## config.mk

```make
export PLATFORM = sky130hd
export DESIGN_NAME = quad_input_filter_flat
export DESIGN_NICKNAME = d
export VERILOG_FILES = /design/src/rtl/quad_input_filter_if.sv /design/src/rtl/quad_input_filter.sv /design/src/flat_wrapper.sv
export SDC_FILE = /design/constraint.sdc
export NUM_CORES = 1
export LEC_CHECK = 0
export CAP_MARGIN = 20
export CELL_PAD_IN_SITES_DETAIL_PLACEMENT = 1
export CELL_PAD_IN_SITES_GLOBAL_PLACEMENT = 1
export CORE_ASPECT_RATIO = 0.6
export CORE_MARGIN = 1
export CORE_UTILIZATION = 37
export CTS_CLUSTER_SIZE = 10
export DETAILED_ROUTE_END_ITERATION = 10
export PLACE_DENSITY_LB_ADDON = 0.1
export SYNTH_ARGS = -nofsm -noshare
export SYNTH_HDL_FRONTEND = slang
export SYNTH_SLANG_ARGS = --single-unit
```

## constraint.sdc

```tcl
create_clock -name clk -period 3.1 [get_ports clk]
set_input_delay 0.31 -clock clk [delete_from_list [all_inputs] [get_ports clk]]
set_output_delay 0.31 -clock clk [all_outputs]
set_load 0.02 [all_outputs]
```

## src/rtl/quad_input_filter_if.sv

```systemverilog
// Encoder-pin conditioning bus: raw pins and filter configuration in, clean levels and diagnostics out.
interface quad_input_filter_if #(
  parameter int FILT_W  = 4,
  parameter int PRESC_W = 8
);
  logic               a_raw;
  logic               b_raw;
  logic [FILT_W-1:0]  filt_len;
  logic [PRESC_W-1:0] presc;
  logic               glitch_clr;
  logic               a;
  logic               b;
  logic               edge_pulse;
  logic               both_err;
  logic [7:0]         glitch_cnt;

  modport master (
    output a_raw, b_raw, filt_len, presc, glitch_clr,
    input  a, b, edge_pulse, both_err, glitch_cnt
  );

  modport slave (
    input  a_raw, b_raw, filt_len, presc, glitch_clr,
    output a, b, edge_pulse, both_err, glitch_cnt
  );
endinterface

```

## src/rtl/quad_input_filter.sv

```systemverilog
// Synchronises and debounces quadrature encoder pins ahead of the decoder FSM.
// state   | meaning
// STABLE  | output matches the accepted level, no candidate level pending
// PENDING | sampled level differs from output, counting ticks it has held
module quad_input_filter #(
  parameter int FILT_W  = 4,
  parameter int PRESC_W = 8
) (
  input  logic                clk,
  input  logic                reset_n,
  quad_input_filter_if.slave  bus
);

  typedef enum logic {STABLE, PENDING} filt_state_t;

  logic [1:0]         sync1_q;
  logic [1:0]         s_q;
  logic [PRESC_W-1:0] pcnt_q;
  logic               tick;
  logic [1:0]         out_v;
  logic [1:0]         upd_v;
  logic [1:0]         glitch_v;
  logic               edge_q;
  logic               both_q;
  logic [7:0]         gcnt_q;
  logic [8:0]         gsum;

  always_ff @(posedge clk) begin
    if (!reset_n) begin
      sync1_q <= '0;
      s_q     <= '0;
    end else begin
      sync1_q <= {bus.b_raw, bus.a_raw};
      s_q     <= sync1_q;
    end
  end

  // The >= compare lets a lowered presc take effect without waiting for a wrap.
  assign tick = (pcnt_q >= bus.presc);

  always_ff @(posedge clk) begin
    if (!reset_n) pcnt_q <= '0;
    else if (tick) pcnt_q <= '0;
    else pcnt_q <= pcnt_q + PRESC_W'(1);
  end

  for (genvar ch = 0; ch < 2; ch++) begin : g_chan
    filt_state_t       state_q, state_d;
    logic [FILT_W-1:0] cnt_q, cnt_d;
    logic              out_q, out_d;
    logic              upd, glitch;
    logic [FILT_W:0]   cnt_inc;

    assign cnt_inc = {1'b0, cnt_q} + {{FILT_W{1'b0}}, 1'b1};

    always_ff @(posedge clk) begin
      if (!reset_n) begin
        state_q <= STABLE;
        cnt_q   <= '0;
        out_q   <= 1'b0;
      end else begin
        state_q <= state_d;
        cnt_q   <= cnt_d;
        out_q   <= out_d;
      end
    end

    always_comb begin
      state_d = state_q;
      cnt_d   = cnt_q;
      out_d   = out_q;
      upd     = 1'b0;
      glitch  = 1'b0;
      if (tick) begin
        case (state_q)
          STABLE: begin
            if (s_q[ch] != out_q) begin
              if (bus.filt_len <= FILT_W'(1)) begin
                out_d = s_q[ch];
                upd   = 1'b1;
              end else begin
                cnt_d   = FILT_W'(1);
                state_d = PENDING;
              end
            end
          end
          PENDING: begin
            if (s_q[ch] == out_q) begin
              state_d = STABLE;
              cnt_d   = '0;
              glitch  = 1'b1;
            end else if (cnt_inc >= {1'b0, bus.filt_len}) begin
              out_d   = s_q[ch];
              cnt_d   = '0;
              state_d = STABLE;
              upd     = 1'b1;
            end else if (cnt_q != {FILT_W{1'b1}}) begin
              cnt_d = cnt_inc[FILT_W-1:0];
            end
          end
          default: begin
            state_d = STABLE;
            cnt_d   = '0;
          end
        endcase
      end
    end

    assign out_v[ch]    = out_q;
    assign upd_v[ch]    = upd;
    assign glitch_v[ch] = glitch;
  end

  assign gsum = {1'b0, gcnt_q} + {8'b0, glitch_v[0]} + {8'b0, glitch_v[1]};

  always_ff @(posedge clk) begin
    if (!reset_n) begin
      edge_q <= 1'b0;
      both_q <= 1'b0;
      gcnt_q <= '0;
    end else begin
      edge_q <= |upd_v;
      both_q <= &upd_v;
      if (bus.glitch_clr) gcnt_q <= '0;
      else if (gsum > 9'd255) gcnt_q <= 8'd255;
      else gcnt_q <= gsum[7:0];
    end
  end

  assign bus.a          = out_v[0];
  assign bus.b          = out_v[1];
  assign bus.edge_pulse = edge_q;
  assign bus.both_err   = both_q;
  assign bus.glitch_cnt = gcnt_q;

endmodule

```

## src/flat_wrapper.sv

```systemverilog
// flat-port wrapper written by rule: the top's interface ports become plain ports
module quad_input_filter_flat 
#(
  parameter int FILT_W  = 4,
  parameter int PRESC_W = 8
)
  (clk, reset_n, bus_a_raw, bus_b_raw, bus_filt_len, bus_presc, bus_glitch_clr, bus_a, bus_b, bus_edge_pulse, bus_both_err, bus_glitch_cnt);
  quad_input_filter_if #(.FILT_W(FILT_W), .PRESC_W(PRESC_W)) bus_i ();
  input  logic clk;
  input  logic reset_n;
  input wire logic [$bits(bus_i.a_raw)-1:0] bus_a_raw;
  input wire logic [$bits(bus_i.b_raw)-1:0] bus_b_raw;
  input wire logic [$bits(bus_i.filt_len)-1:0] bus_filt_len;
  input wire logic [$bits(bus_i.presc)-1:0] bus_presc;
  input wire logic [$bits(bus_i.glitch_clr)-1:0] bus_glitch_clr;
  output wire logic [$bits(bus_i.a)-1:0] bus_a;
  output wire logic [$bits(bus_i.b)-1:0] bus_b;
  output wire logic [$bits(bus_i.edge_pulse)-1:0] bus_edge_pulse;
  output wire logic [$bits(bus_i.both_err)-1:0] bus_both_err;
  output wire logic [$bits(bus_i.glitch_cnt)-1:0] bus_glitch_cnt;
  assign bus_i.a_raw = bus_a_raw;
  assign bus_i.b_raw = bus_b_raw;
  assign bus_i.filt_len = bus_filt_len;
  assign bus_i.presc = bus_presc;
  assign bus_i.glitch_clr = bus_glitch_clr;
  assign bus_a = bus_i.a;
  assign bus_b = bus_i.b;
  assign bus_edge_pulse = bus_i.edge_pulse;
  assign bus_both_err = bus_i.both_err;
  assign bus_glitch_cnt = bus_i.glitch_cnt;
  quad_input_filter #(.FILT_W(FILT_W), .PRESC_W(PRESC_W)) u_core (.clk(clk), .reset_n(reset_n), .bus(bus_i));
endmodule
```

==> results <==
-- cell type report --
cell class              count  share of cell area (%)
repair buffers             41                   14.42
multi-input cells         163                   48.35
inverters                  20                   2.864
flip-flops and latches     34                   25.97
well taps                  66                   3.150
clock inverters             3                   2.625
clock buffers               5                   2.625
-- per-stage QoR --
step	setup slack, ps	hold slack (ps)	utilization (%)	total power, W	instance area [um2]
finish	140.1	441.0	51.10	0.001051	2621
global route	-19.67	458.1	51.10	0.001089	2621
CTS	5.503	443.1	50.24	0.001062	2577
detailed placement	-368.9	420.0	47.46	0.0005575	2435
global placement	-258.1	414.0	47.46	0.0005544	2435
floorplan	20.14	411.9	-	0.0005117	2001
-- power breakdown --
group | internal, W | switching (W) | leakage, nW | total, W
Clock | 0.000322 | 0.000182 | 0.0683 | 0.000504
Sequential | 0.000443 | 0.00000408 | 0.275 | 0.000447
Combinational | 0.0000536 | 0.0000465 | 0.765 | 0.000100
Total | 0.000819 | 0.000232 | 1.11 | 0.00105
-- worst paths after layout --
kind	from	to	slack, ps	depth (start not counted)
max reg2reg	u_core.pcnt_q[6]	u_core.bus.glitch_cnt[0]	290	12
min reg2reg	u_core.sync1_q[0]	u_core.s_q[0]	440	1
max	bus_presc[6]	u_core.bus.glitch_cnt[0]	140	14
min	u_core.sync1_q[0]	u_core.s_q[0]	440	1
-- kinds of logic (layout without fill, tap and decap cells) --
kind of cell	Yosys count	after routing	synth area share (%)
DFF	34	34	34.02
AOI/OAI and AO/OA	48	48	19.07
buffers and inverters	24	69	5.066
xor gates and xnor gates	17	17	7.817
and+or+nand+nor	77	77	20.51
adders and majority gates	21	21	13.51
-- sequential cells by signal, indices dropped and copies added (netlist names) --
signal                 cells
u_core.bus.glitch_cnt      8
u_core.bus.both_err        1
u_core.g_chan.state_q      2
u_core.pcnt_q              8
u_core.bus.edge_pulse      1
u_core.s_q                 2
u_core.bus.b               1
u_core.bus.a               1
u_core.sync1_q             2
u_core.g_chan.cnt_q        8
-- metal layers --
layer	global-route usage, %	vias up
met5	0	-
met1	25.67	821
met2	30.78	29
met3	4.988	7
li1	-	871
met4	7.676	0
-- Yosys cell counts, types with 2 or more instances --
master	instances
a211oi_1	2
clkbuf_1	2
ha_1	20
nand2b_1	2
a31oi_1	5
and3_1	11
dfxtp_1	34
o21ai_0	7
nand2_1	14
xor2_1	11
xnor2_1	5
a31o_2	2
nand3_1	16
a21o_1	2
inv_1	20
o21a_1	3
nand2_2	2
nor3_1	3
a311o_1	2
and2_1	4
nor2_1	16
a21oi_1	10
-- what timing repair did --
item	in CTS	in global routing
endpoints found under the setup margin	6	8
gates resized for setup	1	10
pin swaps	0	4
==> metrics.cfg <==
[timing]
rsz0062_at_grt = true
clock.fmax_mhz = 337.8
hold_viol = 0
finalCriticalPeriod_ps = 2960
setup_viol = 0
maxSlewViolCount = 0
maxSlewHeadroom_pct = 63.93
setup_tns_ps = 0
worstMarginPinSlew_ps = 539.3
min_period_over_period_pct = 95.48
fin_worst_skew_ps = 10.52

[clock_network]
clk_transition_reported_paths_ps = 80
h-tree-depth = 2
cts.sinks = 34
cts_buffers = 5
cts-root-buf = clkbuf_8
clk_latency_ps = 310
cts_tree = yes
clockBufferDepth = 2
post-cts-setup-buffers = 0
ctsHoldBuffers = 0

[routing]
firstDrtPassIters = 4
wl_met2_mm = 2.138
vias = 1728
highest_layer = met4
met1_length_mm = 2.499
avgViaCountPerCell = 5.205
dr_wl_met3_um = 203
wl_per_cell_um = 14.82
drt_iter0_drc = 32
drt_wl_total_mm = 4.919
ant_nets = 0
drc = 0

[place]
port_buffers = 28
hpwl_mm = 3.908
gp_congestion = 0.7367
dp.cells = 324

[yosys]
synth.distinct_cells = 50
ys.flop_type = dfxtp_1
synth_cells = 221
ys_top_cells_by_area = dfxtp_1 34%, ha_1 13%, xor2_1 4.8%
synth_seq_cells = 34
seq_area_frac_synth_pct = 34.02
async_flop_share_pct = 0
syn-cell-area_um2 = 2001
yosys.area.top_type = dfxtp_1
synth-edff-count = 0
yosys_warnings = 0
syn_nets = 259
avgSynthCellArea_um2 = 9.053
synth_top_cell_area_share_pct = 34.02

[cells_and_area]
ff_latch_area_um2 = 680.7
num-nets-final = 303
drive_gt1_share_pct = 17.29
final_cell_mix = 34 x dfxtp_1, 28 x clkdlybuf4s50_1, 20 x inv_1
area_growth_syn_to_layout_pct = 31.02
diodes = 0
multi_input_area_um2 = 1267
layout_commonest_cell = dfxtp_1
fillers = 590
fin_cells = 332

[power_and_ir_drop]
power_per_cell_area_nw_per_um2 = 400.9
ir_worst_vdd_mv = 0.1737
leakagePower_nw = 1.109

[floorplanning]
fp.dieH_um = 58.96
dieWidth_um = 96.93
core_region_area_um2 = 5130
io_pins = 29
initial_utilization_pct = 39.00
dieArea_um2 = 5715
rows = 20

[setup_path]
cpLargestDelayFamily = simple AND/OR/NAND/NOR gates
critPathRequiredTime_ps = 3340
worstSetupPathType = input pin to register
path_buf_inv = 3
crit_path_max_incr_delay_ps = 460
critPathMaxFanout = 6
crit_chain = clkdlybuf4s50_1, inv_1, ha_1, and3_1, a211oi_4, nand2b_1, or3b_4, fa_2, inv_1, ha_2, and3_4, and3_4, nand3_4, a21oi_1
crit_slowest_cell = clkdlybuf4s50_1
cp_data_arrival_time_ps = 3200
worstSetupEndpointType = register
critPathLaunchType = input pin

[global_route]
grt_max_degree = 17
grt_pass1_vias = 1790
antenna_found_initial = 0
grt_pass1_wl_mm = 8.493
grt_use_total_pct = 19.40
overflow = 0

[run]
maxCapViolCount = 0

[outcome]
status = finished, final reports clean

[min_path]
hold_class = register to register

Power figures use the tool's default switching activity.
